<file path="config.mk">
export PLATFORM = sky130hd
export DESIGN_NAME = dlatch_bank_arbiter
export DESIGN_NICKNAME = d
export VERILOG_FILES = /design/src/rtl/dlatch_bank_arbiter.sv
export SDC_FILE = /design/constraint.sdc
export NUM_CORES = 1
export LEC_CHECK = 0
export CAP_MARGIN = 0
export CELL_PAD_IN_SITES_DETAIL_PLACEMENT = 0
export CELL_PAD_IN_SITES_GLOBAL_PLACEMENT = 1
export CORE_MARGIN = 2
export CORE_UTILIZATION = 41
export CTS_BUF_LIST = sky130_fd_sc_hd__clkbuf_4 sky130_fd_sc_hd__clkbuf_8 sky130_fd_sc_hd__clkbuf_16
export CTS_CLUSTER_DIAMETER = 150
export DETAILED_ROUTE_END_ITERATION = 6
export GPL_TIMING_DRIVEN = 0
export PLACE_DENSITY_LB_ADDON = 0.1
export SETUP_SLACK_MARGIN = 0.3
export SLEW_MARGIN = 20
export SYNTH_ARGS = -nofsm -noshare
export SYNTH_HDL_FRONTEND = slang
export SYNTH_SLANG_ARGS = --single-unit
</file>
<file path="constraint.sdc">
create_clock -name clk -period 4.8 [get_ports clk]
set_input_delay 0.72 -clock clk [delete_from_list [all_inputs] [get_ports clk]]
set_output_delay 0.72 -clock clk [all_outputs]
set_load 0.01 [all_outputs]
</file>
<file path="src/rtl/dlatch_bank_arbiter.sv">
// dlatch_bank_arbiter: round-robin write controller for a bank of D-latch words.
// One write at a time runs a fixed SETUP -> GATE -> HOLD sequence. The shared
// data bus is therefore stable for a full cycle on each side of the gate pulse.
module dlatch_bank_arbiter #(
  parameter int NREQ  = 4,
  parameter int WIDTH = 8,
  parameter int AW    = 2
) (
  input  logic                  clk,
  input  logic                  rst_n,
  input  logic [NREQ-1:0]       req,
  input  logic [NREQ*AW-1:0]    addr,
  input  logic [NREQ*WIDTH-1:0] wdata,
  output logic [NREQ-1:0]       gnt,
  output logic [WIDTH-1:0]      latch_d,
  output logic [(2**AW)-1:0]    latch_en,
  output logic                  busy
);

  localparam int NW = 2 ** AW;
  localparam int PW = (NREQ > 1) ? $clog2(NREQ) : 1;

  typedef enum logic [1:0] {IDLE, SETUP, GATE, HOLD} state_t;

  state_t          state;
  logic [PW-1:0]   ptr;       // first requester examined in the next IDLE search
  logic [PW-1:0]   win_idx;   // requester currently being served
  logic [AW-1:0]   cap_addr;  // word address frozen at capture

  // Round-robin search result, used only in IDLE.
  logic            pick_valid;
  logic [PW-1:0]   pick_idx;
  logic [AW-1:0]   pick_addr;
  logic [WIDTH-1:0] pick_data;

  // Pick the first active requester starting at ptr and wrapping modulo NREQ.
  always_comb begin
    int idx;
    // NOTE: every variable gets a default before the loop so no path leaves it
    // unassigned; otherwise synthesis would infer a latch to hold its old value.
    idx        = 0;
    pick_valid = 1'b0;
    pick_idx   = '0;
    pick_addr  = '0;
    pick_data  = '0;
    for (int k = 0; k < NREQ; k++) begin
      idx = int'(ptr) + k;
      if (idx >= NREQ) idx = idx - NREQ;
      if (!pick_valid && req[idx]) begin
        pick_valid = 1'b1;
        pick_idx   = PW'(idx);
        pick_addr  = addr[idx*AW +: AW];
        pick_data  = wdata[idx*WIDTH +: WIDTH];
      end
    end
  end

  // Write sequencer: captures one request in IDLE, then steps through the gate
  // sequence with all outputs registered. latch_d doubles as the data capture
  // register; it only changes on the IDLE -> SETUP edge.
  always_ff @(posedge clk) begin
    // NOTE: state registers use non-blocking assignment so every register
    // samples pre-edge values, independent of statement order in this block.
    if (!rst_n) begin
      state    <= IDLE;
      ptr      <= '0;
      win_idx  <= '0;
      cap_addr <= '0;
      latch_d  <= '0;
      latch_en <= '0;
      gnt      <= '0;
      busy     <= 1'b0;
    end else begin
      case (state)
        IDLE: begin
          if (pick_valid) begin
            state    <= SETUP;
            win_idx  <= pick_idx;
            cap_addr <= pick_addr;
            latch_d  <= pick_data;
            busy     <= 1'b1;
          end
        end
        SETUP: begin
          state    <= GATE;
          latch_en <= NW'(1) << cap_addr;
        end
        GATE: begin
          state    <= HOLD;
          latch_en <= '0;
          gnt      <= NREQ'(1) << win_idx;
        end
        HOLD: begin
          state <= IDLE;
          gnt   <= '0;
          busy  <= 1'b0;
          ptr   <= (win_idx == PW'(NREQ - 1)) ? '0 : win_idx + 1'b1;
        end
        default: begin
          state    <= IDLE;
          latch_en <= '0;
          gnt      <= '0;
          busy     <= 1'b0;
        end
      endcase
    end
  end

endmodule

</file>
After elaboration in Yosys (flattened, before gate mapping):

Index checks and enable logic that the tools add are counted.

* add/sub/neg operators: 8
* magnitude comparators: 8
* equality and inequality tests: 5
* shift operators: 10
* multiplexer cells: 39
* reductions and logical operators: 12

Operators by type and width (number)
* less-than comparator 32 x 4 -> 1 bit (second input constant): 4
* 2-to-1 mux 32 bit: 4
* variable part select 32 x 32 -> 8 bit: 4
* variable part select 8 x 32 -> 2 bit: 4
* 2-to-1 mux 8 bit: 4
* 2-to-1 mux 2 bit: 10
* case mux 4 bit (2 select lines): 2
* 2-to-1 mux 1 bit: 13
* subtractor 3 x 3 -> 4 bit (second input constant): 3
* >= comparator 3 bit (second input constant): 3
* binary-select mux 1 bit (select 2 bit): 4
* case mux 2 bit (4 select lines): 1
* left shift 1 x 2 -> 4 bit (first input constant): 2
* adder 2 x 2 -> 3 bit (second input constant): 2
* == test 2 bit (second input constant): 3
* nonzero test 2 bit: 3
* AND reduction 2 bit: 2
* subtractor 2 x 3 -> 4 bit (second input constant): 1
* adder 2 x 1 -> 3 bit (second input constant): 1
* >= comparator 2 x 3 -> 1 bit (second input constant): 1
* logical AND 1 bit: 3
* zero test 1 bit: 3
* adder 2 x 1 -> 2 bit (second input constant): 1
* == test 2 x 1 -> 1 bit (second input constant): 1
* 3 further kinds: 3

* bits in registers: 25
* bits of input ports: 46
* output and inout port bits: 17
* word-level logic and storage cells: 90

Depth between registers and ports, before layout:

Gate-level depths: netlist (run 1).

* depth in word-level cells: 17
* depth in mapped cells: 12
* depth with buffers taken out: 7

Least setup slack after synthesis (run 1):

OpenSTA, ideal clock, no wires.

* path type: reg-to-reg
* start: reg ptr[0]
* end: reg busy
* library setup time: 0.116 ns
* arrival: 2.685 ns
* required time: 4.684 ns
* path slack: 1.998 ns
* stages on the path, launching flop included: 12
* buffers on the path: 5
* clock period less this slack: 2.802 ns
* path through: dfxtp_1 buf_2 buf_6 buf_2 inv_1 ha_1 buf_6 mux4_2 nor4_4 nor2b_2 buf_6 o211a_1

* word-level cells in the longest chain between the ends: 17
* elaborated cells between the ends (all ways): 39
* those cells by class: add/sub (7); order compare (4); eq/ne (1); mux (20); reduce/logical (7)

RTL lines
* from (decl): line 26 `logic [PW-1:0] ptr;`
* from (signal assigned): line 97 `ptr <= (win_idx == PW'(NREQ - 1)) ? '0 : win_idx + 1'b1;`
* branches (longest 14 deep; another with subtractor 3 x 3 -> 4 bit)
* 2-to-1 mux 1 bit *: line 49 `if (!pick_valid && req[idx]) begin`
* != test 2 bit (no line) *
* AND reduction 2 bit (no line) *
* to (signal assigned): line 72 `busy <= 1'b0;`
* to (signal assigned): line 81 `busy <= 1'b1;`
* to (signal assigned): line 96 `busy <= 1'b0;`
* to (decl): line 17 `output logic busy`

Every way passes the cells marked *. The select of a mux whose other input is x is not followed.
A chain may end at the register's enable or synchronous reset.

Worst setup path after layout (run 1):

* start: reg ptr[0]
* end: reg latch_d[4]

* word-level cells in the longest chain between the ends: 16
* elaborated cells between the ends (all ways): 46
* those cells by class: add/sub (7); order compare (4); shift (4); mux (24); reduce/logical (7)

RTL lines
* branches (longest 16 deep; another with subtractor 3 x 3 -> 4 bit)
* to (signal assigned): line 80 `latch_d <= pick_data;`
* to (decl): line 15 `output logic [WIDTH-1:0] latch_d,`

Parallel ways; which one is timed is not known. The select of a mux whose other input is x is not followed.

==> results.yml, run 1 <==
detailed_routing:
  drt_iter0_markers: 75
  ant_nets: 0
  drc: 0
  routed_wirelength_mm: 7.21
  drt_pass1_iterations: 4
  avgRoutedWirePerCell_um: 17.4
  drt-vias-per-instance: 5.80
  dr_total_vias: 2409
logic_synthesis:
  yosys_register_bits: 25
  syn_inst: 272
  synth_cell_types: 38
  syn_area_um2: 2630
  syn_nets: 331
  yosys_warnings: 0
  synth_area_per_cell_um2: 9.68
  seq_area_frac_synth_pct: 19.0
floorplan:
  initial_core_util_pct: 42.0
  rows: 29
  die_area_um2: 7080
  core-area_um2: 6280
  io-pin-count: 63
  dieWidth_um: 84.2
  fp.dieH_um: 84.2
global_routing:
  grt_max_degree: 14
  grt_pass1_vias: 2342
  antenna_found_initial: 0
  grt_pass1_wl_mm: 11.9
  overflow: 0
  track_usage_pct: 20.3
clocking:
  clk_pin_slew_ns: 0.09
  cts_setup_buffers: 0
  cts-htree-levels: 1
  postCtsHoldBufs: 0
  cts_resized: 0
  insertion_delay_ns: 0.27
  cts_inserted_buffers: 3
  cts_tree: "yes"
  cts-root-buf: "clkbuf_8"
  clock_sinks: 25
  clockBufferDepth: 2
layout:
  finish.utilization_pct: 54.2
  num_antenna_cells: 0
  final_common_cell: "clkdlybuf4s50_1"
  layout_common_cells: "62 x clkdlybuf4s50_1, 38 x mux2i_1, 25 x dfxtp_1, 24 x mux4_2, 21 x o211ai_1"
  nFillCells: 600
  multi_input_area_um2: 1920
  area_growth_pct: 29.1
  final_area_um2: 3400
  regArea_um2: 500
  layout-drive-gt1-share_pct: 17.2
  layout.nets: 398
placed_design:
  dpl.hpwl_mm: 5.41
  gp_congestion: 0.872
  place_ws_ns: 1.41
  place_area_um2: 3350
  port_buffers: 62
setup_path:
  cpMaxStageDelayCell: "mux4_2"
  crit_path_end_kind: "register"
  ff2ff_path_depth: 11
  cp.required_ns: 4.94
  regToRegEndpoint: "latch_d[4]"
  cp_num_buf_inv: 5
  max_stage_delay_ns: 0.59
  worst-endpoint-arrival_ns: 3.63
  crit_chain: "buf_2 > buf_6 > buf_2 > inv_1 > ha_1 > buf_6 > mux4_2 > o21ai_1 > o211ai_1 > o211ai_1 > a31oi_1"
  start_kind: "register"
  critical_path_class: "register to register"
  cp_max_fo: 10
  r2r_start: "ptr[0]"
  r2r_slack_ns: 1.32
  path_delay_family: "compound AO/OA/AOI/OAI gates"
timing:
  fin_ws_ns: 1.32
  hold_viol_final: 0
  final.setup.tns_ns: 0
  worst_slew_pin_slew_ns: 0.900
  relSlewSlack_pct: 39.6
  maxSlewViolCount: 0
  rsz0062_at_grt: "false"
  clock_skew_ns: 0.00636
  max_freq_mhz: 287
  min_period_ns: 3.48
  period_share_pct: 72.5
  setup_violations: 0
power:
  pwr_density_cell_nw_per_um2: 411
  vdd_drop_max_uv: 253
  leakage_nw: 1.14
outcome:
  outcome: "finished, final reports clean"
hold_path:
  min_path_type: "register to register"
  min_to: "latch_en[3]"
  hold_path.startpoint: "latch_en[3]"
  min_path_cells: 2
job:
  maxCapViolCount: 0
## power by group
| group | leakage [nW] | internal [W] | switching [W] |
|---|---|---|---|
| Sequential | 0.206 | 0.000289 | 0.0000592 |
| Clock | 0.0262 | 0.0000649 | 0.0000637 |
| Combinational | 0.913 | 0.000461 | 0.000459 |
## final cells by class
| cell class | count | share of cell area, % |
|---|---|---|
| repair buffers | 62 | 18.3 |
| multi-input cells | 203 | 56.6 |
| well taps | 77 | 2.83 |
| plain buffers | 26 | 4.20 |
| clock buffers | 4 | 1.44 |
| flip-flops and latches | 25 | 14.7 |
| inverters | 18 | 1.99 |
## metrics by stage
step | std cells | hold WS (ns) | total power (W)
after floorplan | 272 | 0.469 | 0.000965
after global placement | 411 | 0.469 | 0.00127
after detailed placement | 411 | 0.474 | 0.00127
after CTS | 415 | 0.486 | 0.00140
after global routing | 415 | 0.528 | 0.00151
final | 415 | 0.479 | 0.00140
## sequential cells by signal, summed over array words and instances (netlist names)
register / flops
latch_d: 8
gnt: 4
latch_en: 4
cap_addr: 2
ptr: 2
state: 2
win_idx: 2
busy: 1
## worst max path at each step
stage / from / endpoint / slack, ns / cells after the start
after floorplan: ptr[0] / busy / 2.00 / 11
after global placement: ptr[0] / latch_d[4] / 1.41 / 11
after detailed placement: ptr[0] / latch_d[4] / 1.41 / 11
after CTS: ptr[0] / latch_d[4] / 1.37 / 11
after global routing: ptr[0] / latch_d[6] / 1.16 / 11
final: ptr[0] / latch_d[4] / 1.32 / 11
## kinds of logic after synthesis
family / after synthesis / synth area share (%)
AOI/OAI and AO/OA: 77 / 20.9
muxes: 64 / 35.8
and+or+nand+nor: 49 / 10.1
buffers and inverters: 44 / 7.98
DFF: 25 / 19.0
adders and majority gates: 13 / 6.18
## synthesized netlist by cell type, drive strengths merged
cell | count | area, µm²
buf | 16 | 105
ha | 13 | 163
nor4 | 2 | 27.5
o211a | 1 | 10.0
nand2 | 17 | 63.8
nor4bb | 1 | 10.0
a22oi | 1 | 7.51
a221o | 2 | 20.0
mux2 | 2 | 22.5
o21ai | 24 | 120
and2 | 1 | 6.26
inv | 18 | 67.6
clkbuf | 10 | 37.5
o211ai | 21 | 158
a31oi | 11 | 68.8
nand2b | 4 | 25.0
o32ai | 1 | 8.76
nor2 | 8 | 30.0
mux4 | 24 | 541
nand4b | 1 | 8.76
a21boi | 4 | 30.0
o221a | 10 | 113
nor3 | 1 | 5.00
o21a | 2 | 15.0
dfxtp | 25 | 500
and4b | 1 | 10.0
mux2i | 38 | 380
nor2b | 7 | 46.3
or2 | 1 | 6.26
or3 | 2 | 12.5
nand3 | 3 | 15.0
## worst register-to-register path: cells and delay by family, from the launching register on
family	cells	cell delay (ns)
multiplexers	1	0.59
buffers and inverters	5	1.01
adder cells (fa/ha/maj)	1	0.31
AO/OA/AOI/OAI	4	1.03
flip-flops	1	0.43
## metal layers
layer / routed length, µm / GRT usage [%] / vias to the layer above / share of wire, %
li1: - / - / 1180 / -
met1: 3470 / 30.4 / 1148 / 48
met2: 3320 / 32.0 / 75 / 46
met3: 364 / 1.77 / 6 / 5.0
met4: 52 / 4.55 / 0 / 0.72
met5: 0 / 0 / - / 0
No activity file was read; power rests on OpenSTA's default activity.
==> run 2, diff against run 1 <==
--- a/config.mk
+++ b/config.mk
@@ -9,7 +9,7 @@
 export CELL_PAD_IN_SITES_DETAIL_PLACEMENT = 0
 export CELL_PAD_IN_SITES_GLOBAL_PLACEMENT = 1
 export CORE_MARGIN = 2
-export CORE_UTILIZATION = 41
+export CORE_UTILIZATION = 38
 export CTS_BUF_LIST = sky130_fd_sc_hd__clkbuf_4 sky130_fd_sc_hd__clkbuf_8 sky130_fd_sc_hd__clkbuf_16
 export CTS_CLUSTER_DIAMETER = 150
 export DETAILED_ROUTE_END_ITERATION = 6
==> constraint.sdc (replaced) <==
create_clock -name clk -period 3.3 [get_ports clk]
set_input_delay 0.495 -clock clk [delete_from_list [all_inputs] [get_ports clk]]
set_output_delay 0.495 -clock clk [all_outputs]
set_load 0.01 [all_outputs]
==> run 2 against run 1 <==
Cell count increased by 1.7%. Register-to-register slack lost 0.82 ns. First-iteration DRC count up 81%.
==> results.yml, run 2 (synthesis results as in run 1) <==
layout:
  final_common_cell: "clkdlybuf4s50_1"
  regMostFlops: "latch_d"
  layout.nets: 402
  reg_top3: "latch_d (8), gnt (4), latch_en (4)"
  layout-drive-gt1-share_pct: 20.5
  finish.utilization_pct: 51.6
  num_antenna_cells: 0
  finalNonFillerCells: 422
  largest_reg_flops: 8
  area_growth_pct: 32.3
  layout_common_cells: "62 x clkdlybuf4s50_1, 38 x mux2i_1, 24 x mux4_2, 23 x dfxtp_1, 21 x o211ai_1"
timing:
  hold_viol_final: 0
  setup_violations: 0
  min_period_ns: 2.80
  period_share_pct: 85.0
  worst_slew_pin_slew_ns: 0.819
  rsz0062_at_grt: "false"
  relSlewSlack_pct: 45.4
  clock_skew_ns: 0.00389
  maxSlewViolCount: 0
  max_freq_mhz: 357
global_routing:
  grt_pass1_wl_mm: 11.9
  antenna_found_initial: 0
  grt_max_degree: 15
  overflow: 0
  grt_pass1_vias: 2401
  track_usage_pct: 19.9
setup_path:
  cpMaxStageDelayCell: "mux4_2"
  worst-endpoint-arrival_ns: 3.00
  critical_path_class: "register to register"
  r2r_start: "ptr[0]"
  crit_start: "ptr[0]"
  crit_chain: "buf_6 > buf_6 > buf_12 > inv_1 > ha_1 > buf_6 > mux4_2 > nand2b_4 > buf_4 > o211ai_1 > o211ai_1 > a31oi_1"
  crit_path_end_kind: "register"
  cp.required_ns: 3.50
  max_stage_delay_ns: 0.60
  cp_common_cell: "buf_6"
  path_delay_family: "buffers and inverters"
  cp_max_fo: 10
  cp_num_buf_inv: 6
  start_kind: "register"
hold_path:
  min_path_type: "register to register"
  hold_path.startpoint: "latch_en[3]"
job:
  maxCapViolCount: 0
detailed_routing:
  routed_wirelength_mm: 7.37
  ant_nets: 0
  drt_iter0_markers: 136
  drt_pass1_iterations: 4
  drt-vias-per-instance: 5.68
  drc: 0
  dr_total_vias: 2395
  avgRoutedWirePerCell_um: 17.5
floorplan:
  io-pin-count: 63
  core-area_um2: 6760
  rows: 30
  dieWidth_um: 87.3
  fp.dieH_um: 87.3
  die_area_um2: 7610
  initial_core_util_pct: 39.0
placed_design:
  dp.cells: 414
  dpl.hpwl_mm: 5.68
  port_buffers: 62
  gp_congestion: 0.800
power:
  leakage_nw: 1.19
  finalPower_w: 0.00208
  vdd_drop_max_uv: 201
  pwr_density_cell_nw_per_um2: 596
clocking:
  clockBufferDepth: 2
  insertion_delay_ns: 0.26
  cts-htree-levels: 1
  clock_sinks: 25
  postCtsHoldBufs: 0
  cts_inserted_buffers: 3
  cts-root-buf: "clkbuf_8"
  clk_pin_slew_ns: 0.09
  cts_tree: "yes"
outcome:
  outcome: "finished, final reports clean"
==> run 2: changes by cell type in the layout (fill, tap and decap cells not counted), moves of 2 or more <==
cell      before  now
buf_2          9    5
buf_4          3    9
clkbuf_1      10    7
dfxtp_1       25   23
==> run 2: final cells by class <==
class                   count  area [µm²]
plain buffers              26         178
clock buffers               3        41.3
multi-input cells         203        1940
fillers                   661        3270
inverters                  18        67.6
flip-flops and latches     25         505
well taps                  80         100
repair buffers             66         651
clock inverters             1        5.00
==> run 2: what timing repair did <==
| action | in CTS | in global routing |
|---|---|---|
| setup buffers | 1 | 3 |
| pin swaps | 1 | 4 |
| gates cloned | 0 | 0 |
| endpoints found under the setup margin | 15 | 13 |
| gates resized for setup | 10 | 11 |
==> run 2: final timing paths <==
path                                     to  slack (ns)  cells past startpoint
worst max-delay path             latch_d[6]        0.50                     12
worst min-delay path            latch_en[3]        0.49                      2
worst max register to register   latch_d[6]        0.50                     12
worst min register to register  latch_en[3]        0.49                      2
==> run 2: stage by stage <==
stage          setup TNS (ns)  hold slack, ns  cell area [µm²]  setup slack [ns]
2_1_floorplan               0           0.469             2630             0.498
3_3_place_gp            -1.26           0.470             3350            -0.163
3_5_place_dp            -1.29           0.480             3350            -0.168
4_1_cts                     0           0.493             3430             0.315
5_1_grt                     0           0.535             3480             0.317
6_report                    0           0.485             3480             0.496
==> run 2: where the power goes <==
part           internal [W]  switching, W
Combinational      0.000708      0.000686
Clock             0.0000843     0.0000931
Sequential         0.000421     0.0000841
==> run 2: layer usage <==
layer	GRT usage, %	share of wire, %	up-vias
li1	-	-	1189
met1	28.5	47	1119
met2	32.8	47	83
met3	1.14	5.5	4
met4	4.76	0.57	0
met5	0	0	-
==> run 2: worst reg2reg max path, cell delays in order (launching register included) <==
cell	delay, ns
dfxtp_4	0.38
buf_6	0.13
buf_6	0.16
buf_12	0.15
inv_1	0.07
ha_1	0.31
buf_6	0.12
mux4_2	0.60
nand2b_4	0.18
buf_4	0.17
o211ai_1	0.09
o211ai_1	0.17
a31oi_1	0.20
